--- config.mk ---
export PLATFORM = sky130hd
export DESIGN_NAME = ps_loop_sqncr
export DESIGN_NICKNAME = d
export VERILOG_FILES = /design/src/rtl/ps_loop_sqncr.sv
export SDC_FILE = /design/constraint.sdc
export NUM_CORES = 1
export LEC_CHECK = 0
export ABC_AREA = 1
export ABC_CLOCK_PERIOD_IN_PS = 4900
export CAP_MARGIN = 10
export CELL_PAD_IN_SITES_DETAIL_PLACEMENT = 1
export CELL_PAD_IN_SITES_GLOBAL_PLACEMENT = 1
export CORE_MARGIN = 4
export CORE_UTILIZATION = 38
export DETAILED_ROUTE_END_ITERATION = 10
export PLACE_DENSITY = 0.82
export SKIP_CTS_REPAIR_TIMING = 1
export SLEW_MARGIN = 15
export SYNTH_ARGS = -nofsm -noshare
export SYNTH_HDL_FRONTEND = slang
export SYNTH_SLANG_ARGS = --single-unit
--- constraint.sdc ---
create_clock -name clk -period 4.9 [get_ports clk]
set_input_delay 1.47 -clock clk [delete_from_list [all_inputs] [get_ports clk]]
set_output_delay 1.47 -clock clk [all_outputs]
set_load 0.05 [all_outputs]
--- src/rtl/ps_loop_sqncr.sv ---
// ps_loop_sqncr -- hardware loop sequencer for the fetch stage.
//
// Holds a DEPTH-deep stack of {start address, end address, count} loop
// entries. When the fetch address hits the top entry's end address with
// iterations remaining, fetch is redirected to the loop start in the same
// cycle. On the last iteration fetch falls through and the entry pops.
//
// Handshake / timing: there is no valid/ready pairing here. lp_push and
// lp_pop are single-cycle strobes sampled at posedge when stallb=1. fch_addr
// is only meaningful when fch_vld=1. lp_redir/lp_redir_add are combinational
// from the registered top entry and the current inputs. All state updates
// land at the next posedge. stallb=0 freezes every register and forces
// lp_redir=0.
//
// Ports:
//   clk, rst          clock, asynchronous active-low reset
//   stallb            0 = pipeline stalled
//   lp_push/lp_saddr/lp_eaddr/lp_cnt  loop instruction decoded this cycle
//   lp_pop            software pop of the top entry
//   fch_addr/fch_vld  current fetch address
//   lp_redir/lp_redir_add  fetch redirect and its target
//   lp_curlcntr/lp_laddr   top entry count / end address (0 when empty)
//   lp_depth/lp_empty/lp_full  stack occupancy
//   lp_ovf/lp_unf     sticky push-while-full / pop-while-empty flags
//   lp_state          debug view of the FSM (0=EMPTY, 1=RUN, 2=ERR)
module ps_loop_sqncr #(
  parameter int AW    = 16,
  parameter int CW    = 16,
  parameter int DEPTH = 4
) (
  input  logic          clk,
  input  logic          rst,
  input  logic          stallb,
  input  logic          lp_push,
  input  logic [AW-1:0] lp_saddr,
  input  logic [AW-1:0] lp_eaddr,
  input  logic [CW-1:0] lp_cnt,
  input  logic          lp_pop,
  input  logic [AW-1:0] fch_addr,
  input  logic          fch_vld,
  output logic          lp_redir,
  output logic [AW-1:0] lp_redir_add,
  output logic [CW-1:0] lp_curlcntr,
  output logic [AW-1:0] lp_laddr,
  output logic [3:0]    lp_depth,
  output logic          lp_empty,
  output logic          lp_full,
  output logic          lp_ovf,
  output logic          lp_unf,
  output logic [1:0]    lp_state
);

  localparam int         IW      = (DEPTH > 1) ? $clog2(DEPTH) : 1;
  localparam logic [3:0] DEPTH_V = 4'(DEPTH);

  typedef enum logic [1:0] {
    ST_EMPTY = 2'd0,
    ST_RUN   = 2'd1,
    ST_ERR   = 2'd2
  } state_t;

  state_t        state_q, state_d;
  logic [3:0]    depth_q, depth_d;
  logic          ovf_q, ovf_d;
  logic          unf_q, unf_d;
  logic [AW-1:0] saddr_q [DEPTH];
  logic [AW-1:0] eaddr_q [DEPTH];
  logic [CW-1:0] cnt_q   [DEPTH];

  logic          empty, full, act;
  logic [IW-1:0] top_idx, wr_idx;
  logic [AW-1:0] top_s, top_e;
  logic [CW-1:0] top_c;
  logic          end_hit, eh_dec, eh_pop, sw_pop, removing, real_push, zero_push;
  logic          wr_en, dec_en;

  assign empty   = (depth_q == 4'd0);
  assign full    = (depth_q == DEPTH_V);
  assign top_idx = IW'(depth_q - 4'd1);
  assign top_s   = empty ? '0 : saddr_q[top_idx];
  assign top_e   = empty ? '0 : eaddr_q[top_idx];
  assign top_c   = empty ? '0 : cnt_q[top_idx];

  // ERR freezes the stack; a stall freezes everything.
  assign act       = stallb && (state_q != ST_ERR);
  assign end_hit   = (state_q == ST_RUN) && stallb && fch_vld &&
                     (fch_addr == top_e) && !lp_pop;
  assign eh_dec    = end_hit && (top_c > CW'(1));
  assign eh_pop    = end_hit && (top_c == CW'(1));
  assign sw_pop    = act && lp_pop && !empty;
  // end_hit excludes lp_pop, so at most one removal source is active.
  assign removing  = sw_pop || eh_pop;
  assign real_push = act && lp_push && (lp_cnt != '0);
  assign zero_push = act && lp_push && (lp_cnt == '0);

  // Redirect: a zero-count loop skips its body and outranks a loop-end jump.
  always_comb begin
    lp_redir     = 1'b0;
    lp_redir_add = '0;
    if (zero_push) begin
      lp_redir     = 1'b1;
      lp_redir_add = lp_eaddr + AW'(1);
    end else if (eh_dec) begin
      lp_redir     = 1'b1;
      lp_redir_add = top_s;
    end
  end

  // Next state, depth, flags and stack write controls.
  always_comb begin
    state_d = state_q;
    depth_d = depth_q;
    ovf_d   = ovf_q;
    unf_d   = unf_q;
    wr_en   = 1'b0;
    wr_idx  = top_idx;
    dec_en  = 1'b0;
    if (act) begin
      if (lp_pop && empty) unf_d = 1'b1;
      dec_en = eh_dec;
      if (real_push) begin
        if (removing) begin
          // Removal plus push: the new entry replaces top, depth unchanged.
          wr_en  = 1'b1;
          wr_idx = top_idx;
        end else if (full) begin
          state_d = ST_ERR;
          ovf_d   = 1'b1;
        end else begin
          wr_en   = 1'b1;
          wr_idx  = depth_q[IW-1:0];
          depth_d = depth_q + 4'd1;
        end
      end else if (removing) begin
        depth_d = depth_q - 4'd1;
      end
      if (state_d != ST_ERR)
        state_d = (depth_d == 4'd0) ? ST_EMPTY : ST_RUN;
    end
  end

  always_ff @(posedge clk or negedge rst) begin
    if (!rst) begin
      state_q <= ST_EMPTY;
      depth_q <= 4'd0;
      ovf_q   <= 1'b0;
      unf_q   <= 1'b0;
      for (int i = 0; i < DEPTH; i++) begin
        saddr_q[i] <= '0;
        eaddr_q[i] <= '0;
        cnt_q[i]   <= '0;
      end
    end else begin
      state_q <= state_d;
      depth_q <= depth_d;
      ovf_q   <= ovf_d;
      unf_q   <= unf_d;
      // A decrement targets the current top; a concurrent non-replacing
      // push lands one slot above, so the two never collide.
      if (dec_en) cnt_q[top_idx] <= cnt_q[top_idx] - CW'(1);
      if (wr_en) begin
        saddr_q[wr_idx] <= lp_saddr;
        eaddr_q[wr_idx] <= lp_eaddr;
        cnt_q[wr_idx]   <= lp_cnt;
      end
    end
  end

  assign lp_curlcntr = top_c;
  assign lp_laddr    = top_e;
  assign lp_depth    = depth_q;
  assign lp_empty    = empty;
  assign lp_full     = full;
  assign lp_ovf      = ovf_q;
  assign lp_unf      = unf_q;
  assign lp_state    = state_q;

endmodule

==> impl_metrics.env <==
export IMPL_outcome="complete, but fails checks"
export IMPL_violations="negative setup slack"
export IMPL_ctsRootBufferMaster="clkbuf_16"
export IMPL_start_util_pct=38.9
export IMPL_p_clk_share_pct=9.7
export IMPL_viasPerCell=5.82
export IMPL_stdcell_area_mm2=0.0163
export IMPL_met3_usage_pct=4.12
export IMPL_finalNetCount=1972
export IMPL_final_setup_viol_count=9
export IMPL_relSlewSlack_pct=33.0
export IMPL_yosysWarnings=0
export IMPL_grt_max_degree=107
export IMPL_portBuffers=128
export IMPL_die_area_mm2=0.0345
export IMPL_busiest_layer="met2"
export IMPL_fmax_ghz=0.196
export IMPL_multi_input_area_mm2=0.00633
export IMPL_cts_buffer_depth=2
export IMPL_syn_inst=1705
export IMPL_comb_power_share_pct=70.8
export IMPL_place_congestion=0.903
export IMPL_worst_slew_pin_slew_ns=0.997
export IMPL_place_area_mm2=0.0147
export IMPL_wl_um=50300
export IMPL_ys_async_sr_fraction_pct=100
export IMPL_clk_latency_ns=0.47
export IMPL_final_common_cell="nand2_1"
export IMPL_avgSynthCellArea_um2=7.03
export IMPL_switching_share_pct=53.2
export IMPL_seqCellArea_mm2=0.00501
export IMPL_grtUsageMet2_pct=41.4
export IMPL_finalNonFillerCells=2302
export IMPL_die_h_um=186
export IMPL_mostFrequentLayoutCells="nand2_1 (536), dfrtp_1 (199), o21ai_0 (146)"
export IMPL_switching_power_mw=7.62
export IMPL_drc=0
export IMPL_cts_tree="done"
export IMPL_cp_required_ns=3.43
export IMPL_finalClockSkew_ns=0.0233
export IMPL_cp_top_family="simple AND/OR/NAND/NOR gates"
export IMPL_cp_arrival_ns=3.64
export IMPL_synth_top_area_share_pct=41.7
export IMPL_leakagePower_nw=8.24
export IMPL_synth_cell_types=38
export IMPL_grt_ovfl_total=0
export IMPL_grt_pass1_wl_um=70800
export IMPL_post_place_ws_ns=-0.598
export IMPL_start_kind="primary input"
export IMPL_grt_pass1_vias=12689
export IMPL_maxCapViolations=0
export IMPL_pwr_share_seq_pct=19.5
export IMPL_hold_viol=0
export IMPL_dpl_hpwl_um=30300
export IMPL_path_max_fanout=2
export IMPL_num_io_pins=129
export IMPL_fin_crit_ns=5.11
export IMPL_synth_edf_count=0
export IMPL_p_int_mw=6.71
export IMPL_drive_gt1_share_pct=18.5
export IMPL_area_growth_syn_to_layout_pct=36.0
export IMPL_vias=13396
export IMPL_fp_row_count=64
export IMPL_synth_area_top_cells="dfrtp_1 (42%), nand2_1 (17%), o21ai_0 (6.6%), o21ai_1 (5.5%), nand4_1 (5.3%)"
export IMPL_diodes=0
export IMPL_slowest_stage="nor2_2"
export IMPL_placedCellCount=2226
export IMPL_grt_util_met1_pct=36.3
export IMPL_path_cells="buf_8 > ha_4 > nand2_4 > nor3_4 > inv_2 > nor2_2 > inv_2 > nor2_2 > inv_1 > nor2_1 > inv_1 > nor2_2 > inv_1 > nor2_2 > nand3_2 > nor2_2 > a21oi_1 > o21ai_1 > nand2_2 > buf_12"
export IMPL_wl_per_cell_um=21.8
export IMPL_cpPeakStageDelay_ns=0.16
export IMPL_numCtsBuffers=17
export IMPL_hp_class="reg2reg"
export IMPL_layout_setup_ws_ns=-0.207
export IMPL_drtIter0Drc=1263
export IMPL_drt_first_pass_iters=6
export IMPL_p_per_area_mw_per_mm2=878
export IMPL_cts_num_sinks=200
export IMPL_ys_seq_area_share_pct=41.7
export IMPL_synth_seq_cells=200
export IMPL_ir_drop_v=0.000554
export IMPL_slew_viol_final=0
export IMPL_syn_num_nets=1783
export IMPL_gr_usage_all_layers_pct=25.8
export IMPL_rsz0062_at_grt="true"
export IMPL_core_area_mm2=0.0308
export IMPL_mappedNetlistArea_mm2=0.0120
export IMPL_setup_worst_path_end_class="primary output"
export IMPL_antenna_found_initial=1
export IMPL_clk_pin_slew_ns=0.07
export IMPL_cp_common_cell="nor2_2"
export IMPL_hold_ws_ns=0.477
export IMPL_synth_top_area_cell="dfrtp_1"
export IMPL_ant_nets=0
export IMPL_fill_cells=3698
export IMPL_htreeDepth=4
export IMPL_finalCritPeriodShare_pct=104
export IMPL_die_x_um=186
export IMPL_worstSetupPathType="in2out"
export IMPL_synthFlopType="dfrtp_1"
export IMPL_cp_buffers_inverters=7
==> state kept, by name, indices dropped and copies added, names as in the netlist <==
| name | flops |
|---|---|
| lp_state | 2 |
| eaddr_q | 64 |
| lp_depth | 4 |
| saddr_q | 64 |
| cnt_q | 64 |
| lp_ovf | 1 |
| lp_unf | 1 |
==> power groups by stage <==
stage               registers (mW)  clock network (mW)  logic (mW)
finish                        2.80                1.39        10.1
global route                  2.87                1.47        10.8
CTS                           2.76                1.38        8.87
detailed placement            2.79                   0        8.81
global placement              2.73                   0        8.61
floorplan                     2.76                   0        5.26
==> worst paths after layout <==
check,startpoint,end,slack [ns],cells past startpoint
worst max-delay path,lp_eaddr[1],lp_redir_add[14],-0.21,20
worst min-delay path,saddr_q[27]$_DFFE_PN0P_,saddr_q[27]$_DFFE_PN0P_,0.48,2
worst max register to register,lp_depth[0]$_DFFE_PN0P_,eaddr_q[3]$_DFFE_PN0P_,1.00,19
worst min register to register,saddr_q[27]$_DFFE_PN0P_,saddr_q[27]$_DFFE_PN0P_,0.48,2
max in group asynchronous,rst,cnt_q[3]$_DFF_PN0_,2.84,2
min in group asynchronous,rst,cnt_q[7]$_DFF_PN0_,1.04,1
==> area by class of cell <==
cell class,instances,area share (%)
Multi-Input combinational cell,1243,38.8
Tap cell,396,3.04
Clock inverter,13,0.690
Timing Repair Buffer,288,20.5
Inverter,143,3.56
Sequential cell,200,30.7
Timing Repair inverter,1,0.0460
Clock buffer,18,2.63
==> cell usage after synthesis (2+ instances only) <==
library cell / n
nand3_2: 6
inv_1: 135
nand4_1: 101
buf_6: 8
a21oi_1: 22
xor2_1: 17
clkbuf_1: 44
a32o_1: 6
o21ai_0: 158
dfrtp_1: 200
ha_1: 8
nor4_1: 4
o32ai_1: 3
inv_2: 5
o21ai_1: 132
o22ai_1: 11
o41ai_1: 2
buf_4: 10
xnor2_1: 5
nand2_1: 558
nor3_1: 6
buf_2: 52
nand3_1: 89
nor2_1: 95
buf_1: 4
nand2_4: 2
nand3b_1: 11
==> per-layer routing <==
layer | part of all wire [%] | routed length (µm) | vias to the layer above
met1 | 43 | 21500 | 6723
met5 | 0.034 | 17 | -
li1 | - | - | 6005
met4 | 2.8 | 1410 | 2
met3 | 7.1 | 3580 | 107
met2 | 47 | 23700 | 559
==> stage by stage <==
stage	power, mW	utilization [%]	setup TNS, ns
2_1_floorplan	8.02	-	0
3_3_place_gp	11.3	47.8	-6.31
3_5_place_dp	11.6	47.8	-7.40
4_1_cts	13.0	49.6	-8.98
5_1_grt	15.2	52.9	-1.89
6_report	14.3	52.9	-0.396
==> worst min-delay path, delay by kind of cell (launching register included) <==
family	cells	cell delay, ns
compound gates	1	0.06
flops	1	0.34
simple gates	1	0.05
==> logic make-up after synthesis <==
family | count (synthesis) | synth area share (%)
flops | 200 | 41.7
fa+ha+maj | 8 | 0.835
simple gates | 876 | 31.6
buf+inv | 262 | 9.60
xor+xnor | 22 | 1.61
compound gates | 337 | 14.6
No activity file was read; power rests on OpenSTA's default activity.
